<file path="src/rtl/main_config.sv">
// Application-wide configuration shared by the audio cores.
// Latency: n/a (constants only).
// Backpressure: n/a.
package main_config;

    localparam int DATA_WIDTH     = 24;   // signed audio sample width
    localparam int KNOB_WIDTH     = 8;    // unsigned control value width
    localparam int TREM_PHASE_W   = 24;   // tremolo LFO phase accumulator width
    localparam int TREM_INC_SHIFT = 4;    // phase step = (speed + 1) << TREM_INC_SHIFT
    localparam bit TREMOLO_EN     = 1'b1; // application core instantiates tremolo_core when set

endpackage

</file>
<file path="src/rtl/tremolo_core_pkg.sv">
// Shared types and helpers for the tremolo datapath (gain and triangle folding).
// Latency: n/a (pure functions).
// Backpressure: n/a.
package tremolo_core_pkg;

    localparam int LFO_W  = 8;   // triangle LFO resolution
    localparam int GAIN_W = 9;   // gain spans 2..256, needs 9 bits
    localparam logic [GAIN_W-1:0] GAIN_UNITY = 9'd256;

    // Fold the top phase bits into a triangle: rising in the lower half of
    // the cycle, mirrored in the upper half.
    function automatic logic [LFO_W-1:0] fold_tri(input logic msb, input logic [LFO_W-1:0] seg);
        return msb ? ~seg : seg;
    endfunction

    // gain = 256 - (depth * tri) >> 8; bypass pins it to unity.
    function automatic logic [GAIN_W-1:0] calc_gain(
        input logic [LFO_W-1:0] depth,
        input logic [LFO_W-1:0] tri_val,
        input logic             bypass
    );
        logic [2*LFO_W-1:0] atten;
        atten = {{LFO_W{1'b0}}, depth} * {{LFO_W{1'b0}}, tri_val};
        if (bypass) begin
            return GAIN_UNITY;
        end
        return GAIN_UNITY - {1'b0, atten[2*LFO_W-1:LFO_W]};
    endfunction

endpackage

</file>
<file path="src/rtl/tremolo_core_if.sv">
// Sample stream + control bundle between the application core and tremolo_core.
// Latency: n/a (wires only).
// Backpressure: none; sample_valid_i is a strobe with no ready.
// master: drives sample_valid_i/sample_i/speed_i/depth_i/bypass_i, reads outputs.
// slave : the tremolo core, drives sample_valid_o/sample_o/lfo_o.
interface tremolo_core_if #(
    parameter int DATA_WIDTH = main_config::DATA_WIDTH,
    parameter int KNOB_WIDTH = main_config::KNOB_WIDTH
) ();

    logic                         sample_valid_i;
    logic signed [DATA_WIDTH-1:0] sample_i;
    logic        [KNOB_WIDTH-1:0] speed_i;
    logic        [KNOB_WIDTH-1:0] depth_i;
    logic                         bypass_i;
    logic                         sample_valid_o;
    logic signed [DATA_WIDTH-1:0] sample_o;
    logic        [7:0]            lfo_o;

    modport master (
        output sample_valid_i, sample_i, speed_i, depth_i, bypass_i,
        input  sample_valid_o, sample_o, lfo_o
    );

    modport slave (
        input  sample_valid_i, sample_i, speed_i, depth_i, bypass_i,
        output sample_valid_o, sample_o, lfo_o
    );

endinterface

</file>
<file path="src/rtl/trem_lfo.sv">
// Triangle LFO: phase accumulator stepped once per input sample, folded to 8 bits.
// Latency: tri_val is combinational from the current phase; lfo is tri_val one cycle later.
// Backpressure: none; advances on every advance strobe.
// Ports: clk_i/rstn_i, advance (sample strobe), speed (rate setting), tri_val (pre-increment
// triangle for the gain of the sample being accepted), lfo (registered LED value).
module trem_lfo
    import tremolo_core_pkg::*;
#(
    parameter int KNOB_WIDTH  = main_config::KNOB_WIDTH,
    parameter int PHASE_WIDTH = main_config::TREM_PHASE_W,
    parameter int INC_SHIFT   = main_config::TREM_INC_SHIFT
) (
    input  logic                  clk_i,
    input  logic                  rstn_i,
    input  logic                  advance,
    input  logic [KNOB_WIDTH-1:0] speed,
    output logic [LFO_W-1:0]      tri_val,
    output logic [LFO_W-1:0]      lfo
);

    logic [PHASE_WIDTH-1:0] phase;
    logic [PHASE_WIDTH-1:0] phase_inc;

    // Speed 0 still moves, so the slowest setting is one step of 1 << INC_SHIFT.
    assign phase_inc = (PHASE_WIDTH'(speed) + PHASE_WIDTH'(1)) << INC_SHIFT;

    assign tri_val = fold_tri(phase[PHASE_WIDTH-1], phase[PHASE_WIDTH-2 -: LFO_W]);

    always_ff @(posedge clk_i or negedge rstn_i) begin
        if (!rstn_i) begin
            phase <= '0;
            lfo   <= '0;
        end else begin
            if (advance) begin
                phase <= phase + phase_inc;  // wraps modulo 2^PHASE_WIDTH
            end
            lfo <= tri_val;
        end
    end

endmodule

</file>
<file path="src/rtl/tremolo_core.sv">
// Tremolo: amplitude-modulates the sample stream with a triangle LFO.
// Latency: 2 cycles from sample_valid_i to sample_valid_o (gain stage, product stage).
// Backpressure: none; accepts a sample every cycle, output order preserved.
// Ports: clk_i/rstn_i plain; bus (slave) carries samples, knobs, bypass and lfo_o.
module tremolo_core
    import tremolo_core_pkg::*;
#(
    parameter int DATA_WIDTH  = main_config::DATA_WIDTH,
    parameter int KNOB_WIDTH  = main_config::KNOB_WIDTH,
    parameter int PHASE_WIDTH = main_config::TREM_PHASE_W
) (
    input  logic           clk_i,
    input  logic           rstn_i,
    tremolo_core_if.slave  bus
);

    localparam int PROD_W = DATA_WIDTH + 10;

    logic [LFO_W-1:0] tri_val;
    logic [LFO_W-1:0] lfo_q;

    // The LFO advances on the same edge that stage 1 captures the gain, so the
    // gain sees the phase from before this sample's increment.
    trem_lfo #(
        .KNOB_WIDTH  (KNOB_WIDTH),
        .PHASE_WIDTH (PHASE_WIDTH)
    ) u_trem_lfo (
        .clk_i   (clk_i),
        .rstn_i  (rstn_i),
        .advance (bus.sample_valid_i),
        .speed   (bus.speed_i),
        .tri_val (tri_val),
        .lfo     (lfo_q)
    );

    assign bus.lfo_o = lfo_q;

    // Stage 1: sample and gain.
    logic                         s1_vld;
    logic signed [DATA_WIDTH-1:0] s1_sample;
    logic        [GAIN_W-1:0]     s1_gain;
    logic        [GAIN_W-1:0]     gain_nxt;

    assign gain_nxt = calc_gain(LFO_W'(bus.depth_i), tri_val, bus.bypass_i);

    always_ff @(posedge clk_i or negedge rstn_i) begin
        if (!rstn_i) begin
            s1_vld    <= 1'b0;
            s1_sample <= '0;
            s1_gain   <= '0;
        end else begin
            s1_vld <= bus.sample_valid_i;
            if (bus.sample_valid_i) begin
                s1_sample <= bus.sample_i;
                s1_gain   <= gain_nxt;
            end
        end
    end

    // Stage 2: signed multiply by a non-negative gain, then floor-divide by 256.
    // Gain never exceeds 256, so the result always fits DATA_WIDTH and unity
    // gain reproduces the input exactly.
    logic signed [PROD_W-1:0]     product;
    logic                         out_vld;
    logic signed [DATA_WIDTH-1:0] out_q;

    assign product = PROD_W'(s1_sample) * PROD_W'($signed({1'b0, s1_gain}));

    always_ff @(posedge clk_i or negedge rstn_i) begin
        if (!rstn_i) begin
            out_vld <= 1'b0;
            out_q   <= '0;
        end else begin
            out_vld <= s1_vld;
            if (s1_vld) begin
                out_q <= DATA_WIDTH'(product >>> 8);
            end
        end
    end

    assign bus.sample_valid_o = out_vld;
    assign bus.sample_o       = out_q;

endmodule

</file>
<file path="src/flat_wrapper.sv">
// flat-port wrapper written by rule: the top's interface ports become plain ports
module tremolo_core_flat import tremolo_core_pkg::*;
#(
    parameter int DATA_WIDTH  = main_config::DATA_WIDTH,
    parameter int KNOB_WIDTH  = main_config::KNOB_WIDTH,
    parameter int PHASE_WIDTH = main_config::TREM_PHASE_W
)
  (clk_i, rstn_i, bus_sample_valid_i, bus_sample_i, bus_speed_i, bus_depth_i, bus_bypass_i, bus_sample_valid_o, bus_sample_o, bus_lfo_o);
  tremolo_core_if #(.DATA_WIDTH(DATA_WIDTH), .KNOB_WIDTH(KNOB_WIDTH)) bus_i ();
  input  logic clk_i;
  input  logic rstn_i;
  input wire logic [$bits(bus_i.sample_valid_i)-1:0] bus_sample_valid_i;
  input wire logic [$bits(bus_i.sample_i)-1:0] bus_sample_i;
  input wire logic [$bits(bus_i.speed_i)-1:0] bus_speed_i;
  input wire logic [$bits(bus_i.depth_i)-1:0] bus_depth_i;
  input wire logic [$bits(bus_i.bypass_i)-1:0] bus_bypass_i;
  output wire logic [$bits(bus_i.sample_valid_o)-1:0] bus_sample_valid_o;
  output wire logic [$bits(bus_i.sample_o)-1:0] bus_sample_o;
  output wire logic [$bits(bus_i.lfo_o)-1:0] bus_lfo_o;
  assign bus_i.sample_valid_i = bus_sample_valid_i;
  assign bus_i.sample_i = bus_sample_i;
  assign bus_i.speed_i = bus_speed_i;
  assign bus_i.depth_i = bus_depth_i;
  assign bus_i.bypass_i = bus_bypass_i;
  assign bus_sample_valid_o = bus_i.sample_valid_o;
  assign bus_sample_o = bus_i.sample_o;
  assign bus_lfo_o = bus_i.lfo_o;
  tremolo_core #(.DATA_WIDTH(DATA_WIDTH), .KNOB_WIDTH(KNOB_WIDTH), .PHASE_WIDTH(PHASE_WIDTH)) u_core (.clk_i(clk_i), .rstn_i(rstn_i), .bus(bus_i));
endmodule
</file>
<file path="config.mk">
export PLATFORM = sky130hd
export DESIGN_NAME = tremolo_core_flat
export DESIGN_NICKNAME = d
export VERILOG_FILES = /design/src/rtl/main_config.sv /design/src/rtl/tremolo_core_pkg.sv /design/src/rtl/tremolo_core_if.sv /design/src/rtl/trem_lfo.sv /design/src/rtl/tremolo_core.sv /design/src/flat_wrapper.sv
export SDC_FILE = /design/constraint.sdc
export NUM_CORES = 1
export LEC_CHECK = 0
export CELL_PAD_IN_SITES_DETAIL_PLACEMENT = 1
export CELL_PAD_IN_SITES_GLOBAL_PLACEMENT = 1
export CORE_UTILIZATION = 53
export DETAILED_ROUTE_END_ITERATION = 10
export GPL_ROUTABILITY_DRIVEN = 0
export PLACE_DENSITY_LB_ADDON = 0.15
export SYNTH_ARGS = -nofsm -noshare
export SYNTH_HDL_FRONTEND = slang
export SYNTH_HIERARCHICAL = 1
export SYNTH_SLANG_ARGS = --single-unit
</file>
<file path="constraint.sdc">
create_clock -name clk_i -period 12 [get_ports clk_i]
set_clock_uncertainty 0.05 [all_clocks]
set_input_delay 1.8 -clock clk_i [delete_from_list [all_inputs] [get_ports clk_i]]
set_output_delay 1.8 -clock clk_i [all_outputs]
set_load 0.01 [all_outputs]
</file>
==> summary.txt <==
Hold path
  – Worst hold path stage count: 2
  – Hold WC Path Type: flop to flop
  – WHS Endpoint: u_core/bus.sample_o[9]
  – Min-Delay Startpoint: u_core/bus.sample_o[9]

Worst setup path
  – Number of buffers and inverters on the critical path: 4
  – Delay of the slowest cell on the worst path: 0.75 ns
  – Critical Path, Cell by Cell: and2_1 -> fa_1 -> fa_1 -> inv_1 -> fa_1 -> inv_1 -> fa_1 -> inv_1 -> fa_1 -> inv_1 -> ha_1 -> or3_1 -> o221a_2 -> nand3_1 -> o21ai_1 -> a31oi_1 -> o21ai_1 -> a311oi_2 -> a211oi_1 -> a221o_1
  – Cell occurring most often along the worst timing path: fa_1
  – Required time reported for the critical path endpoint: 12.19 ns
  – Cell family contributing the most delay on the critical path: adder cells
  – Arrival time worst endpoint: 7.31 ns
  – Setup slack of the most critical reg-to-reg path: 4.88 ns
  – Category of the critical setup timing path: flop to flop
  – Start of the worst register-to-register path: u_core/s1_gain[4]
  – CP Max Fanout: 25
  – Number of cells on the worst reg-to-reg path: 20
  – Critical Path Start Type: flop
  – Slowest library cell on the worst path: dfrtp_1
  – Endpoint of the most critical register-to-register path: u_core/bus.sample_o[23]
  – Crit path capture type: flop

Power
  – Leakage Power: 0.00716 µW
  – Worst ir drop on vdd: 0.000196 V
  – Total power divided by cell area: 313 nW/µm²

Clocking
  – Insertion delay of the later-clocked pin in the worst-skew pair: 0.36 ns
  – TritonCTS clock tree: built
  – Hold bufs inserted after CTS: 0
  – Clock tree sinks: 87
  – Number of buffers inserted during clock tree synthesis: 9
  – Number of gates resized after CTS: 0
  – Root buffer selected by CTS: clkbuf_16
  – Clock Path Buffers: 2
  – H-tree levels: 3
  – Clock-pin slew of the registers on the worst-case setup and hold paths: 0.08 ns
  – Setup fix buffers added after clock tree synthesis: 0

Final layout
  – Nets@finish: 1733
  – Fillcell total: 2652
  – Commonest non-fill, non-tap cell in the layout: inv_1
  – Antenna diode count: 0
  – Synthesis-to-finish area growth: 9.54%
  – Fraction of layout instances using a drive strength above 1: 6.61%
  – Most frequent cells in the layout: 242 x inv_1, 206 x fa_1, 167 x and2_1

Synthesis
  – Async set or reset register ratio after synthesis: 100%
  – Avg Inst Size Synth: 9.73 µm²
  – Sequential element share of the synthesized area: 16.7%
  – Synth Instances: 1336
  – Top flip-flop cell by instance count after synthesis: dfrtp_1
  – Number of synthesized register bits: 87
  – Number of library cell types mapped by synthesis: 71
  – Post-synthesis instance area: 13000 µm²
  – Number of synthesized flops with an enable pin: 0
  – Number of nets in the synthesized netlist: 1696
  – Yosys warning count: 6

Routing
  – Average vias per placed instance: 5.55
  – First-pass iteration count of the detailed router: 4
  – Routed len/inst: 19.8 µm
  – Vias: 9412
  – Final routed wirelength across all metal layers: 33600 µm
  – Drt first-iter violations: 364
  – Drc violations: 0
  – Remaining antenna violation count: 0

Global route
  – Global-route usage over all layers: 29.6%
  – Vias in the first global route: 10900
  – Number of antenna violations at the first check in global routing: 0
  – Remaining global-route overflow: 0
  – Wire length of the first global-routing pass: 56400 µm
  – Pin count of the biggest net entering global routing: 52

Run
  – Total of max-cap violations: 0

Floorplanning
  – Horizontal die dimension: 159 µm
  – Die Y-Extent: 159 µm
  – Site Rows: 56
  – Effective utilization at floorplan: 54.7%
  – Area of the core: 23800 µm²
  – Count of pins on the block boundary: 77
  – Floorplan die area: 25200 µm²

STA
  – Worst Tran Pin Value: 1.19 ns
  – Final-report max-slew violation count: 0
  – RSZ-0062 raised after global routing: no
  – Total count of hold-check failures in the final report: 0
  – Peak Freq: 141 MHz
  – Total Negative Setup Slacks: 0 ns
  – Worst hold margin: 0.445 ns
  – Number of setup violations in the final report: 0
  – Share of the cycle needed by the critical path after routing: 59.3%
  – Final critical-path required period: 7.12 ns
  – Headroom to the max-slew limit: 20.6%

Place
  – Placed wire-length estimate after detailed placement: 26000 µm
  – Port Buffer Count: 76

Outcome
  – Result of the run: finished clean
[sequential cells by signal, indices dropped and copies added, names as in the netlist]
register,cells
u_core/bus.sample_o,24
u_core/bus.sample_valid_o,1
u_core/s1_gain,9
u_core/s1_sample,24
u_core/s1_vld,1
u_core/u_trem_lfo/lfo,8
u_core/u_trem_lfo/phase,20
[cell usage after synthesis (all sizes together) (13+ instances only)]
master | count | area (µm²)
dfrtp | 87 | 2180
and2 | 167 | 1040
mux2 | 46 | 518
o21ai | 20 | 108
nand2 | 138 | 518
nor2 | 19 | 71.3
ha | 110 | 1380
xor2 | 26 | 228
a21o | 14 | 106
a21oi | 31 | 159
buf | 13 | 65.1
inv | 242 | 908
fa | 206 | 4120
clkbuf | 43 | 161
xnor2 | 45 | 394
[worst reg2reg max path: stages, from the launching register on]
cell	delay, ns
dfrtp_1	0.75
and2_1	0.35
fa_1	0.50
fa_1	0.55
inv_1	0.08
fa_1	0.55
inv_1	0.06
fa_1	0.50
inv_1	0.06
fa_1	0.48
inv_1	0.04
ha_1	0.33
or3_1	0.36
o221a_2	0.17
nand3_1	0.11
o21ai_1	0.11
a31oi_1	0.56
o21ai_1	0.35
a311oi_2	0.57
a211oi_1	0.16
a221o_1	0.30
[final cells by class]
| cell class | count | area, µm² | share of cell area [%] |
|---|---|---|---|
| repair buffers | 82 | 798 | 5.61 |
| well taps | 319 | 399 | 2.80 |
| multi-input cells | 950 | 9690 | 68.0 |
| clock inverters | 6 | 43.8 | 0.308 |
| inverters | 243 | 912 | 6.40 |
| clock buffers | 9 | 225 | 1.58 |
| flip-flops and latches | 87 | 2180 | 15.3 |
[worst max-delay path by stage]
stage | cells past startpoint | slack [ns] | from | end
2_1_floorplan | 17 | 5.36 | bus_depth_i[2] | u_core/s1_gain[7]
3_3_place_gp | 18 | 4.64 | bus_depth_i[1] | u_core/s1_gain[7]
3_5_place_dp | 18 | 4.55 | bus_depth_i[1] | u_core/s1_gain[7]
4_1_cts | 18 | 4.92 | bus_depth_i[1] | u_core/s1_gain[7]
5_1_grt | 20 | 4.60 | u_core/s1_gain[4] | u_core/bus.sample_o[23]
6_report | 20 | 4.88 | u_core/s1_gain[4] | u_core/bus.sample_o[23]
[where the power goes]
part	total [µW]	leakage [µW]	internal [µW]	switching, µW
clock network	289	0.000132	142	148
registers	528	0.00105	399	129
logic	3640	0.00598	1630	2000
[kinds of logic (layout without fill, tap and decap cells)]
| group | after synthesis | after routing | share of synthesized area, % |
|---|---|---|---|
| AOI/OAI and AO/OA | 134 | 134 | 7.78 |
| xor gates and xnor gates | 71 | 71 | 4.78 |
| adders and majority gates | 316 | 316 | 42.3 |
| buffers and inverters | 299 | 340 | 8.76 |
| DFF | 87 | 87 | 16.7 |
| muxes | 49 | 49 | 4.22 |
| and+or+nand+nor | 380 | 380 | 15.4 |
[layer usage]
metal  vias to the layer above  track usage (%)  wire [µm]  part of all wire [%]
li1                       4233                -          -                     -
met1                      4899             35.6      13700                    41
met2                       218             54.6      17600                    52
met3                        62             3.54       1420                   4.2
met4                         0             9.48        871                   2.6
met5                         -                0          0                     0
[metrics by stage]
| stage | setup WS (ns) | cells | total power [µW] | util (%) | cell area (µm²) |
|---|---|---|---|---|---|
| after floorplan | 5.36 | 1336 | 3200 | - | 13000 |
| after CTS | 4.92 | 1696 | 4490 | 60.0 | 14200 |
| after global placement | 4.64 | 1681 | 3860 | 58.8 | 14000 |
| after global routing | 4.60 | 1696 | 4980 | 60.0 | 14200 |
| after detailed placement | 4.55 | 1681 | 4160 | 58.8 | 14000 |
| final | 4.88 | 1696 | 4450 | 60.0 | 14200 |
Note: power is estimated with default switching activity, not from simulation.
